<file path="config.mk">
export PLATFORM = sky130hd
export DESIGN_NAME = inst_encoder_flat
export DESIGN_NICKNAME = d
export VERILOG_FILES = /design/src/rtl/inst_encoder_pkg.sv /design/src/rtl/inst_encoder_if.sv /design/src/rtl/inst_encoder_imm_pack.sv /design/src/rtl/inst_encoder.sv /design/src/flat_wrapper.sv
export SDC_FILE = /design/constraint.sdc
export NUM_CORES = 1
export LEC_CHECK = 0
export CORE_UTILIZATION = 28
export DETAILED_ROUTE_END_ITERATION = 10
export MAX_ROUTING_LAYER = met4
export PLACE_DENSITY = 0.48
export SYNTH_ARGS = -nofsm -noshare
export SYNTH_HDL_FRONTEND = slang
export SYNTH_SLANG_ARGS = --single-unit
</file>
<file path="constraint.sdc">
create_clock -name clk -period 1.9 [get_ports clk]
set_input_delay 0.57 -clock clk [delete_from_list [all_inputs] [get_ports clk]]
set_output_delay 0.57 -clock clk [all_outputs]
set_load 0.01 [all_outputs]
</file>
<file path="src/rtl/inst_encoder_pkg.sv">
// enc_pkg: shared types and constants for the instruction encoder slice.
//   fmt_t   - instruction format selector (R, I, S, B, U, J; 6/7 illegal)
//   err_t   - reject reason, ordered so the numeric code matches err_code
//   state_t - encoder FSM states
//   RV32I base opcodes used by the program loader
//   upper_uniform() - sign-extension range helper for immediates
package enc_pkg;

  typedef enum logic [2:0] {
    FMT_R = 3'd0,
    FMT_I = 3'd1,
    FMT_S = 3'd2,
    FMT_B = 3'd3,
    FMT_U = 3'd4,
    FMT_J = 3'd5
  } fmt_t;

  typedef enum logic [1:0] {
    ERR_NONE     = 2'd0,
    ERR_RANGE    = 2'd1,
    ERR_MISALIGN = 2'd2,
    ERR_BADFMT   = 2'd3
  } err_t;

  typedef enum logic [1:0] {
    ST_IDLE  = 2'd0,
    ST_PACK  = 2'd1,
    ST_WRITE = 2'd2
  } state_t;

  localparam logic [6:0] OP     = 7'h33;
  localparam logic [6:0] OP_IMM = 7'h13;
  localparam logic [6:0] LOAD   = 7'h03;
  localparam logic [6:0] STORE  = 7'h23;
  localparam logic [6:0] BRANCH = 7'h63;
  localparam logic [6:0] LUI    = 7'h37;
  localparam logic [6:0] AUIPC  = 7'h17;
  localparam logic [6:0] JAL    = 7'h6F;
  localparam logic [6:0] JALR   = 7'h67;

  // True when bits [31:lsb] of v are all equal, i.e. v is a valid
  // sign extension of its low lsb+1 bits.
  function automatic logic upper_uniform(input logic [31:0] v, input logic [4:0] lsb);
    logic [31:0] mask;
    mask = 32'hFFFF_FFFF << lsb;
    return ((v & mask) == mask) || ((v & mask) == 32'h0000_0000);
  endfunction

endpackage

</file>
<file path="src/rtl/inst_encoder_if.sv">
// inst_encoder_if: request, control and instruction-memory write bus of the
// encoder.
//   slave  - encoder view: takes the request fields, restart and mem_ack;
//            drives in_ready, the memory write port and the status flags
//   master - front-end / memory-side view, the mirror image
interface inst_encoder_if #(
  parameter int unsigned ADDR_W = 10
) ();

  logic              in_valid;
  logic              in_ready;
  logic [2:0]        in_fmt;
  logic [6:0]        in_opcode;
  logic [4:0]        in_rd;
  logic [4:0]        in_rs1;
  logic [4:0]        in_rs2;
  logic [2:0]        in_funct3;
  logic [6:0]        in_funct7;
  logic [31:0]       in_imm;
  logic              restart;
  logic              mem_we;
  logic              mem_ack;
  logic [ADDR_W-1:0] mem_addr;
  logic [31:0]       mem_wdata;
  logic [ADDR_W:0]   count;
  logic              err;
  logic [1:0]        err_code;
  logic              full;

  modport slave (
    input  in_valid, in_fmt, in_opcode, in_rd, in_rs1, in_rs2,
           in_funct3, in_funct7, in_imm, restart, mem_ack,
    output in_ready, mem_we, mem_addr, mem_wdata, count, err, err_code, full
  );

  modport master (
    output in_valid, in_fmt, in_opcode, in_rd, in_rs1, in_rs2,
           in_funct3, in_funct7, in_imm, restart, mem_ack,
    input  in_ready, mem_we, mem_addr, mem_wdata, count, err, err_code, full
  );

endinterface

</file>
<file path="src/rtl/inst_encoder_imm_pack.sv">
// imm_pack: combinational RV32I packer and immediate checker.
//   fmt/opcode/rd/rs1/rs2/funct3/funct7/imm in -> 32-bit word and err_t out.
//   Priority of reported errors: BADFMT > MISALIGN > RANGE.
module imm_pack
  import enc_pkg::*;
(
  input  logic [2:0]  fmt,
  input  logic [6:0]  opcode,
  input  logic [4:0]  rd,
  input  logic [4:0]  rs1,
  input  logic [4:0]  rs2,
  input  logic [2:0]  funct3,
  input  logic [6:0]  funct7,
  input  logic [31:0] imm,
  output logic [31:0] word,
  output err_t        err
);

  // Scatter fields into the format's bit layout and classify the immediate.
  always_comb begin
    word = 32'h0000_0000;
    err  = ERR_NONE;
    case (fmt)
      FMT_R: begin
        word = {funct7, rs2, rs1, funct3, rd, opcode};
      end
      FMT_I: begin
        word = {imm[11:0], rs1, funct3, rd, opcode};
        if (!upper_uniform(imm, 5'd11)) err = ERR_RANGE;
        else                            err = ERR_NONE;
      end
      FMT_S: begin
        word = {imm[11:5], rs2, rs1, funct3, imm[4:0], opcode};
        if (!upper_uniform(imm, 5'd11)) err = ERR_RANGE;
        else                            err = ERR_NONE;
      end
      FMT_B: begin
        word = {imm[12], imm[10:5], rs2, rs1, funct3, imm[4:1], imm[11], opcode};
        if (imm[0])                          err = ERR_MISALIGN;
        else if (!upper_uniform(imm, 5'd12)) err = ERR_RANGE;
        else                                 err = ERR_NONE;
      end
      FMT_U: begin
        word = {imm[31:12], rd, opcode};
        // Low 12 bits cannot be represented: the value is not 4 KiB aligned.
        if (imm[11:0] != 12'h000) err = ERR_MISALIGN;
        else                      err = ERR_NONE;
      end
      FMT_J: begin
        word = {imm[20], imm[10:1], imm[11], imm[19:12], rd, opcode};
        if (imm[0])                          err = ERR_MISALIGN;
        else if (!upper_uniform(imm, 5'd20)) err = ERR_RANGE;
        else                                 err = ERR_NONE;
      end
      default: begin
        word = 32'h0000_0000;
        err  = ERR_BADFMT;
      end
    endcase
  end

endmodule

</file>
<file path="src/rtl/inst_encoder.sv">
// inst_encoder: accepts decoded instruction fields, packs/checks them and
// writes accepted words to consecutive instruction-memory addresses.
//   clk, rst_n - clock and asynchronous active-low reset
//   bus        - inst_encoder_if.slave: request handshake, restart,
//                memory write/ack port, count/err/err_code/full status
// bus must be instantiated with the same ADDR_W as this module.
module inst_encoder
  import enc_pkg::*;
#(
  parameter int unsigned ADDR_W    = 10,
  parameter int unsigned BASE_ADDR = 0
) (
  input  logic          clk,
  input  logic          rst_n,
  inst_encoder_if.slave bus
);

  localparam logic [ADDR_W-1:0] BASE = ADDR_W'(BASE_ADDR);

  state_t            state_r;
  state_t            state_nxt_s;
  logic [2:0]        fmt_r;
  logic [6:0]        opcode_r;
  logic [4:0]        rd_r;
  logic [4:0]        rs1_r;
  logic [4:0]        rs2_r;
  logic [2:0]        funct3_r;
  logic [6:0]        funct7_r;
  logic [31:0]       imm_r;
  logic [31:0]       pack_word_s;
  err_t              pack_err_s;
  logic              mem_we_r;
  logic [ADDR_W-1:0] addr_r;
  logic [31:0]       wdata_r;
  logic [ADDR_W:0]   count_r;
  logic              err_r;
  err_t              err_code_r;
  logic              full_r;
  logic              pend_r;
  logic              in_ready_s;
  logic              fire_s;
  logic              ack_s;
  logic              err_hit_s;
  logic              apply_rst_s;

  imm_pack u_pack (
    .fmt    (fmt_r),
    .opcode (opcode_r),
    .rd     (rd_r),
    .rs1    (rs1_r),
    .rs2    (rs2_r),
    .funct3 (funct3_r),
    .funct7 (funct7_r),
    .imm    (imm_r),
    .word   (pack_word_s),
    .err    (pack_err_s)
  );

  // FSM state register.
  always_ff @(posedge clk or negedge rst_n) begin
    if (!rst_n) state_r <= ST_IDLE;
    else        state_r <= state_nxt_s;
  end

  // FSM next-state logic.
  always_comb begin
    state_nxt_s = state_r;
    case (state_r)
      ST_IDLE: begin
        if (fire_s) state_nxt_s = ST_PACK;
        else        state_nxt_s = ST_IDLE;
      end
      ST_PACK: begin
        if (pack_err_s != ERR_NONE) state_nxt_s = ST_IDLE;
        else                        state_nxt_s = ST_WRITE;
      end
      ST_WRITE: begin
        if (bus.mem_ack) state_nxt_s = ST_IDLE;
        else             state_nxt_s = ST_WRITE;
      end
      default: state_nxt_s = ST_IDLE;
    endcase
  end

  // FSM output decode: handshake, write completion, rejects, restart timing.
  // A restart seen outside IDLE is held back until the FSM re-enters IDLE so
  // the in-flight word still lands at its original address.
  always_comb begin
    in_ready_s = (state_r == ST_IDLE) && !full_r;
    fire_s     = bus.in_valid && in_ready_s;
    ack_s      = (state_r == ST_WRITE) && bus.mem_ack;
    err_hit_s  = (state_r == ST_PACK) && (pack_err_s != ERR_NONE);
    if (state_r == ST_IDLE) begin
      apply_rst_s = bus.restart;
    end else begin
      apply_rst_s = (state_nxt_s == ST_IDLE) && (pend_r || bus.restart);
    end
  end

  // Request field capture on fire.
  always_ff @(posedge clk or negedge rst_n) begin
    if (!rst_n) begin
      fmt_r    <= 3'd0;
      opcode_r <= 7'd0;
      rd_r     <= 5'd0;
      rs1_r    <= 5'd0;
      rs2_r    <= 5'd0;
      funct3_r <= 3'd0;
      funct7_r <= 7'd0;
      imm_r    <= 32'h0000_0000;
    end else if (fire_s) begin
      fmt_r    <= bus.in_fmt;
      opcode_r <= bus.in_opcode;
      rd_r     <= bus.in_rd;
      rs1_r    <= bus.in_rs1;
      rs2_r    <= bus.in_rs2;
      funct3_r <= bus.in_funct3;
      funct7_r <= bus.in_funct7;
      imm_r    <= bus.in_imm;
    end
  end

  // Memory write port: word captured in PACK, we held until the ack.
  always_ff @(posedge clk or negedge rst_n) begin
    if (!rst_n) begin
      mem_we_r <= 1'b0;
      wdata_r  <= 32'h0000_0000;
    end else begin
      mem_we_r <= (state_nxt_s == ST_WRITE);
      if (state_r == ST_PACK) wdata_r <= pack_word_s;
    end
  end

  // Pending restart requested while a word is in flight.
  always_ff @(posedge clk or negedge rst_n) begin
    if (!rst_n)                                    pend_r <= 1'b0;
    else if (apply_rst_s)                          pend_r <= 1'b0;
    else if (bus.restart && state_r != ST_IDLE)    pend_r <= 1'b1;
  end

  // Address, count and sticky status flags.
  always_ff @(posedge clk or negedge rst_n) begin
    if (!rst_n) begin
      addr_r     <= BASE;
      count_r    <= '0;
      err_r      <= 1'b0;
      err_code_r <= ERR_NONE;
      full_r     <= 1'b0;
    end else if (apply_rst_s) begin
      addr_r     <= BASE;
      count_r    <= '0;
      err_r      <= 1'b0;
      err_code_r <= ERR_NONE;
      full_r     <= 1'b0;
    end else begin
      if (ack_s) begin
        // Address wraps naturally; full keeps further requests out.
        addr_r  <= addr_r + ADDR_W'(1'b1);
        count_r <= count_r + (ADDR_W + 1)'(1'b1);
        if (addr_r == {ADDR_W{1'b1}}) full_r <= 1'b1;
      end
      if (err_hit_s) begin
        err_r <= 1'b1;
        if (err_code_r == ERR_NONE) err_code_r <= pack_err_s;
      end
    end
  end

  assign bus.in_ready  = in_ready_s;
  assign bus.mem_we    = mem_we_r;
  assign bus.mem_addr  = addr_r;
  assign bus.mem_wdata = wdata_r;
  assign bus.count     = count_r;
  assign bus.err       = err_r;
  assign bus.err_code  = err_code_r;
  assign bus.full      = full_r;

endmodule
</file>
<file path="src/flat_wrapper.sv">
// flat-port wrapper written by rule: the top's interface ports become plain ports
module inst_encoder_flat import enc_pkg::*;
#(
  parameter int unsigned ADDR_W    = 10,
  parameter int unsigned BASE_ADDR = 0
)
  (clk, rst_n, bus_in_valid, bus_in_fmt, bus_in_opcode, bus_in_rd, bus_in_rs1, bus_in_rs2, bus_in_funct3, bus_in_funct7, bus_in_imm, bus_restart, bus_mem_ack, bus_in_ready, bus_mem_we, bus_mem_addr, bus_mem_wdata, bus_count, bus_err, bus_err_code, bus_full);
  inst_encoder_if #(.ADDR_W(ADDR_W)) bus_i ();
  input  logic clk;
  input  logic rst_n;
  input wire logic [$bits(bus_i.in_valid)-1:0] bus_in_valid;
  input wire logic [$bits(bus_i.in_fmt)-1:0] bus_in_fmt;
  input wire logic [$bits(bus_i.in_opcode)-1:0] bus_in_opcode;
  input wire logic [$bits(bus_i.in_rd)-1:0] bus_in_rd;
  input wire logic [$bits(bus_i.in_rs1)-1:0] bus_in_rs1;
  input wire logic [$bits(bus_i.in_rs2)-1:0] bus_in_rs2;
  input wire logic [$bits(bus_i.in_funct3)-1:0] bus_in_funct3;
  input wire logic [$bits(bus_i.in_funct7)-1:0] bus_in_funct7;
  input wire logic [$bits(bus_i.in_imm)-1:0] bus_in_imm;
  input wire logic [$bits(bus_i.restart)-1:0] bus_restart;
  input wire logic [$bits(bus_i.mem_ack)-1:0] bus_mem_ack;
  output wire logic [$bits(bus_i.in_ready)-1:0] bus_in_ready;
  output wire logic [$bits(bus_i.mem_we)-1:0] bus_mem_we;
  output wire logic [$bits(bus_i.mem_addr)-1:0] bus_mem_addr;
  output wire logic [$bits(bus_i.mem_wdata)-1:0] bus_mem_wdata;
  output wire logic [$bits(bus_i.count)-1:0] bus_count;
  output wire logic [$bits(bus_i.err)-1:0] bus_err;
  output wire logic [$bits(bus_i.err_code)-1:0] bus_err_code;
  output wire logic [$bits(bus_i.full)-1:0] bus_full;
  assign bus_i.in_valid = bus_in_valid;
  assign bus_i.in_fmt = bus_in_fmt;
  assign bus_i.in_opcode = bus_in_opcode;
  assign bus_i.in_rd = bus_in_rd;
  assign bus_i.in_rs1 = bus_in_rs1;
  assign bus_i.in_rs2 = bus_in_rs2;
  assign bus_i.in_funct3 = bus_in_funct3;
  assign bus_i.in_funct7 = bus_in_funct7;
  assign bus_i.in_imm = bus_in_imm;
  assign bus_i.restart = bus_restart;
  assign bus_i.mem_ack = bus_mem_ack;
  assign bus_in_ready = bus_i.in_ready;
  assign bus_mem_we = bus_i.mem_we;
  assign bus_mem_addr = bus_i.mem_addr;
  assign bus_mem_wdata = bus_i.mem_wdata;
  assign bus_count = bus_i.count;
  assign bus_err = bus_i.err;
  assign bus_err_code = bus_i.err_code;
  assign bus_full = bus_i.full;
  inst_encoder #(.ADDR_W(ADDR_W), .BASE_ADDR(BASE_ADDR)) u_core (.clk(clk), .rst_n(rst_n), .bus(bus_i));
endmodule
</file>
# --- Yosys cells after proc, flatten, opt, wreduce, memory -nomap -nowiden ---
# Index checks and enable logic that the tools add are counted.
op_classes:
  div_mod_pow: 0
  n_shift: 0
  n_reduce_logical: 29
  mul: 0
  n_lt_le_gt_ge: 0
  n_eq_ne: 12
  bitwise_logic: 0
  mux: 27
  add_sub_neg: 2
ops:
  columns: ["op", "n"]
  rows:
  - ["32-bit case mux with 6 select lines", 1]
  - ["32-bit logical NOT", 3]
  - ["11-bit two-way mux", 2]
  - ["21-bit equality test, second input constant", 1]
  - ["20-bit equality test, second input constant", 1]
  - ["10-bit two-way mux", 2]
  - ["2-bit two-way mux", 8]
  - ["2-bit nonzero test", 7]
  - ["12-bit equality test, second input constant", 1]
  - ["1-bit two-way mux", 12]
  - ["12-bit nonzero test", 1]
  - ["11-bit by 1-bit adder with 11-bit output, second input constant", 1]
  - ["10-bit by 1-bit adder with 10-bit output, second input constant", 1]
  - ["10-bit equality test, second input constant", 1]
  - ["2-bit case mux with 5 select lines", 1]
  - ["3-bit by 2-bit equality test with 1-bit output, second input constant", 2]
  - ["3-bit equality test, second input constant", 2]
  - ["1-bit logical AND", 6]
  - ["2-bit logical NOT", 3]
  - ["2-bit case mux with 3 select lines", 1]
  - ["2-bit equality test, second input constant", 2]
  - ["1-bit logical OR", 4]
  - ["2-bit AND reduction", 2]
  - ["3-bit by 1-bit equality test with 1-bit output, second input constant", 1]
  - ["other kinds (4)", 4]
totals:
  register_bits: 128
  memories: 0
  wordCells: 87
  mem_bits_ro: 0
  ramBits: 0
  inputBits: 72
  latchBits: 0

# --- Logic depth before layout (Yosys ltp) ---
logic_depth:
  ltp_word: 13
  depth_mapped: 9
  mapped_depth_nobuf: 6

# --- Cells and area by module ---
# A second synthesis with hierarchy kept.
hier_totals:
  hier_cells: 472
  hier_area_um2: 5929.4
modules_own_cells:
  columns: ["module", "cells_each", "instances", "area_per_inst_um2", "seq_area_each_um2"]
  rows:
  - ["inst_encoder", 361, 1, 5157.4, 3203.1]
  - ["imm_pack", 111, 1, 772.0, 0.0]

# --- Worst setup path before layout ---
# OpenSTA, ideal clock, no wires.
synth_timing:
  path_kind: "reg2reg"
  from: "reg u_core.state_r[1]"
  to: "reg u_core.funct3_r[0]"
  arrival_ns: 1.777
  synth_period_minus_slack_ns: 1.905
  path_buffers: 2
  path_stages_with_launch: 6
  setup_slack_ns: -0.005
  setup_time_ns: 0.128
  path_cell_list: "dfrtp_1 > nor3_1 > and2_1 > clkbuf_1 > clkbuf_1 > mux2_1"
synth_via:
  elab_chain_cells: 3
synth_rtl:
  columns: ["element", "line_no", "rtl"]
  rows:
  - ["start: declaration", "inst_encoder.sv:20", "state_t state_r;"]
  - ["start signal: assignment", "inst_encoder.sv:62", "else state_r <= state_nxt_s;"]
  - ["2-bit logical NOT", "inst_encoder.sv:89", "in_ready_s = (state_r == ST_IDLE) && !full_r;"]
  - ["1-bit logical AND", "inst_encoder.sv:89", null]
  - ["via bus_in_ready", "flat_wrapper.sv:22", "output wire logic [$bits(bus_i.in_ready)-1:0] bus_in_ready;"]
  - ["1-bit logical AND", "inst_encoder.sv:90", "fire_s = bus.in_valid && in_ready_s;"]
  - ["end signal: assignment", "inst_encoder.sv:117", "funct3_r <= bus.in_funct3;"]
  - ["end: declaration", "inst_encoder.sv:27", "logic [2:0] funct3_r;"]
# The timed path passes the listed nets, and every way through them passes these cells.
# A chain may end at the register's enable or synchronous reset.

# --- Worst setup path after layout ---
layout_timing:
  from: "reg u_core.imm_r[31]"
  to: "reg u_core.addr_r[7] (netlist: u_core.bus.mem_addr[7])"
layout_via:
  elab_chain_cells: 12
layout_rtl:
  columns: ["element", "line_no", "rtl"]
  rows:
  - ["start: declaration", "inst_encoder.sv:29", "logic [31:0] imm_r;"]
  - ["start signal: assignment", "inst_encoder.sv:119", "imm_r <= bus.in_imm;"]
  - ["20-bit equality test, or another cell as far along", "inst_encoder_pkg.sv:46", "return ((v & mask) == mask) || ((v & mask) == 32'h0000_0000);"]
  - ["1-bit logical OR", "inst_encoder_pkg.sv:46", null]
  - ["1-bit two-way mux (on tied branches)", "inst_encoder_imm_pack.sv:40, inst_encoder_imm_pack.sv:52", null]
  - ["2-bit two-way mux (on tied branches)", "inst_encoder_imm_pack.sv:39, inst_encoder_imm_pack.sv:51", null]
  - ["2-bit case mux with 5 select lines *", "inst_encoder_imm_pack.sv:23", "case (fmt)"]
  - ["2-bit nonzero test *", "inst_encoder.sv:74", "if (pack_err_s != ERR_NONE) state_nxt_s = ST_IDLE;"]
  - ["2-bit two-way mux *", "inst_encoder.sv:74", null]
  - ["2-bit case mux with 3 select lines *", "inst_encoder.sv:68", "case (state_r)"]
  - ["2-bit logical NOT *", "inst_encoder.sv:96", "apply_rst_s = (state_nxt_s == ST_IDLE) && (pend_r || bus.restart);"]
  - ["1-bit logical AND *", "inst_encoder.sv:96", null]
  - ["1-bit two-way mux *", "inst_encoder.sv:93", "if (state_r == ST_IDLE) begin"]
  - ["10-bit two-way mux or 2-bit nonzero test (tied branches)", null, null]
  - ["end signal: assignment", "inst_encoder.sv:158", "addr_r <= addr_r + ADDR_W'(1'b1);"]
  - ["end: declaration", "inst_encoder.sv:33", "logic [ADDR_W-1:0] addr_r;"]
# Every way passes the cells marked *; elsewhere a longest branch is shown, timed or not.

==> metrics.md <==
| Metric | Value |
|---|---|
| Global-route wire length before repair | 25,100 µm |
| Top_reg_cell synth | dfrtp_1 |
| Via Count | 4,486 |
| Port bufs | 130 |
| Setup crit start kind | flop |
| Die height | 145 µm |
| Tcrit/Tclk final | 112% |
| Longest Clk Path Bufs | 2 |
| Sw Share | 35.3% |
| Peak Freq | 469 MHz |
| Syn Area/Cell | 11.9 µm² |
| Die area | 20,900 µm² |
| Syn-to-layout area delta | 52.3% |
| Final Core Density | 44.0% |
| H-Tree Depth | 4 |
| Largest net degree at the start of global routing | 40 |
| Crit path kind | reg -> reg |
| Post-synth top cells | 128 x dfrtp_1, 34 x mux2_1, 34 x nor2_1 |
| P_int | 8.77 mW |
| Fin worst setup slack | -0.233 ns |
| Synth area leaders | dfrtp_1 56%, mux2_1 6.7%, mux2_2 6.5% |
| Status | finished, violations left |
| Vias in the first global route | 4,576 |
| Sequential-to-total area share from yosys stat | 56.2% |
| Clk Latency, worst-skew pair | 0.42 ns |
| Post-synth EDFFs | 0 |
| Root buffer cell | clkbuf_16 |
| Yosys reg bits | 128 |
| Max-cap viol count | 0 |
| Initial antenna violation count | 1 |
| Remaining global-route overflow | 0 |
| Final #Nets | 762 |
| Non-Filler Instances | 967 |
| Dpl cells | 917 |
| Worst setup EP type | flop |
| Hold Crit Class | in -> async |
| Critical Path Source | u_core.imm_r[31] |
| Routed Antenna Nets | 0 |
| Share of Yosys cell area claimed by the top area cell type | 56.2% |
| Max Clock Skew | 0.00747 ns |
| Net Sw Power | 4.78 mW |
| Rel. slew slack | 71.3% |
| Cell taking the most area after synthesis | dfrtp_1 |
| RSZ-0062 raised after global routing | true |
| Synthesized area | 5700 µm² |
| CTS tree | built |
| Cts hold-fix bufs | 0 |
| Num CTS Buffers | 17 |
| Row Count | 51 |
| Setup tns final | -5.22 ns |
| Core Box Area | 19,700 µm² |
| CP arrival | 2.48 ns |
| Reg2reg start | u_core.imm_r[31] |
| Leak Pwr | 3.87 nW |
| Clk slew on worst S/H paths | 0.06 ns |
| Power share of the clock group | 23.5% |
| Chip Width | 145 µm |
| Tightest Pin Transition | 0.431 ns |
| First-pass DRT Iterations | 4 |
| Async SR Flop Fraction | 100% |
| Endpoints failing setup | 29 |
| DR WL/cell | 16.6 µm |
| Part of the power in registers | 34.4% |
| Post-synthesis cell count | 480 |
| Most frequent cell after synthesis | dfrtp_1 |
| Final Critical Period | 2.13 ns |
| Total power | 13.5 mW |
| VDD IR max | 742 µV |
| Tot GR Track Use | 16.9% |
| Syn nets | 554 |
| Synth Warn # | 0 |
| Detailed Route Iter0 Violations | 216 |
| IO Pins | 131 |
| Gate power share | 42.2% |
| Routability-driven placement congestion ratio | 0.797 |
| WL final | 16,100 µm |
| Vias per cell | 4.64 |
| Sink Count | 128 |
| Final Hold Viols | 0 |
| Violated checks | setup timing |
| Worst-path maximum fanout | 8 |
| P per Cell Area | 1560 nW/µm² |
| Post-synth cell types | 46 |
| Initial core utilization | 28.9% |
| HPWL after DPL | 11,600 µm |
| Proportion of layout cells with a drive suffix above 1 | 28.0% |
| Req. time, crit path | 2.25 ns |
| Max-slew violation count | 0 |
| DRC viols | 0 |
worst max-delay path, cell delays in order, from the launching register on:
cell and delay [ns]:
dfrtp_1 0.39, nor4_2 0.29, nand3_1 0.19, o41a_1 0.39, a22oi_4 0.33, a31oi_4 0.19
buf_12 0.20, nor2_4 0.08
area by class of cell:
type,count,area (µm²)
flip-flops and latches,128,3200
clock inverters,11,114
fillers,1854,11000
well taps,265,332
inverters,6,22.5
repair buffers,218,2020
diodes,1,2.50
clock buffers,21,460
multi-input cells,317,2530
repair_timing:
item / in CTS / in global routing
hold endpoints to repair: 0 / 0
resized for setup: 81 / 20
endpoints found under the setup margin: 83 / 36
cloned: 1 / 0
pin swaps: 30 / 3
setup buffers: 15 / 1
sequential cells by signal (all words and copies together) (netlist names):
name                  count
u_core.bus.count         11
u_core.bus.err            1
u_core.bus.err_code       2
u_core.bus.full           1
u_core.bus.mem_addr      10
u_core.bus.mem_wdata     32
u_core.bus.mem_we         1
u_core.fmt_r              3
u_core.funct3_r           3
u_core.funct7_r           7
u_core.imm_r             32
u_core.opcode_r           7
u_core.pend_r             1
u_core.rd_r               5
u_core.rs1_r              5
u_core.rs2_r              5
u_core.state_r            2
power by group through the flow:
stage                     registers, mW  logic, mW  clock network (mW)
after floorplan                    4.69       2.64                   0
after global placement             4.62       5.33                   0
after detailed placement           4.66       5.40                   0
after CTS                          4.63       5.63                3.26
after global routing               4.80       6.25                3.39
final                              4.65       5.71                3.18
cell usage in the layout, fill, tap and decap left out, drive strengths merged, types with 6 or more instances in the layout:
cell type	instances
a22o	11
a221oi	13
mux2i	10
o21ai	26
inv	6
clkdlybuf4s50	71
mux2	67
buf	90
xor2	14
clkinv	7
dlygate4sd2	52
nor4	8
a22oi	16
nand4	11
nand2	32
and3	7
dfrtp	128
nor2	54
a21oi	6
clkbuf	21
metal layers:
metal  global-route usage, %  wire length [µm]  up-vias
li1                        -                 -     2155
met1                    21.2              7360     2205
met2                    26.7              7920      109
met3                    3.32               584       17
met4                    6.87               191        0
met5                       -                 0        -
path summary, 6_finish.rpt:
path,end,slack (ns),cells after the start
worst min-delay path,u_core.bus.mem_addr[7],0.06,1
max in group asynchronous,u_core.funct7_r[1],1.27,2
min in group clk,u_core.bus.mem_wdata[28],0.48,2
worst max-delay path,u_core.bus.mem_addr[7],-0.23,7
worst min register to register,u_core.bus.mem_wdata[28],0.48,2
worst max register to register,u_core.bus.mem_addr[7],-0.23,7
kinds of logic (layout without fill, tap and decap cells):
family          Yosys count  in the layout  synth area share [%]
other cells               0              1                     0
mux                      77             77                  15.0
buf+inv                  36            256                  2.83
simple gates            130            130                  11.3
compound gates           88             89                  11.3
fa+ha+maj                 2              2                 0.439
xor+xnor                 19             19                  2.92
flops                   128            128                  56.2
metrics by stage:
stage | worst slack (ns) | area [µm²] | hold slack, ns
floorplan | 0.000115 | 5700 | 0.274
finish | -0.233 | 8680 | 0.0633
global placement | -0.686 | 7820 | 0.463
global route | -0.327 | 8680 | 0.0806
detailed placement | -0.721 | 7820 | 0.474
CTS | -0.230 | 8590 | 0.0709
No activity file was read; power rests on OpenSTA's default activity.
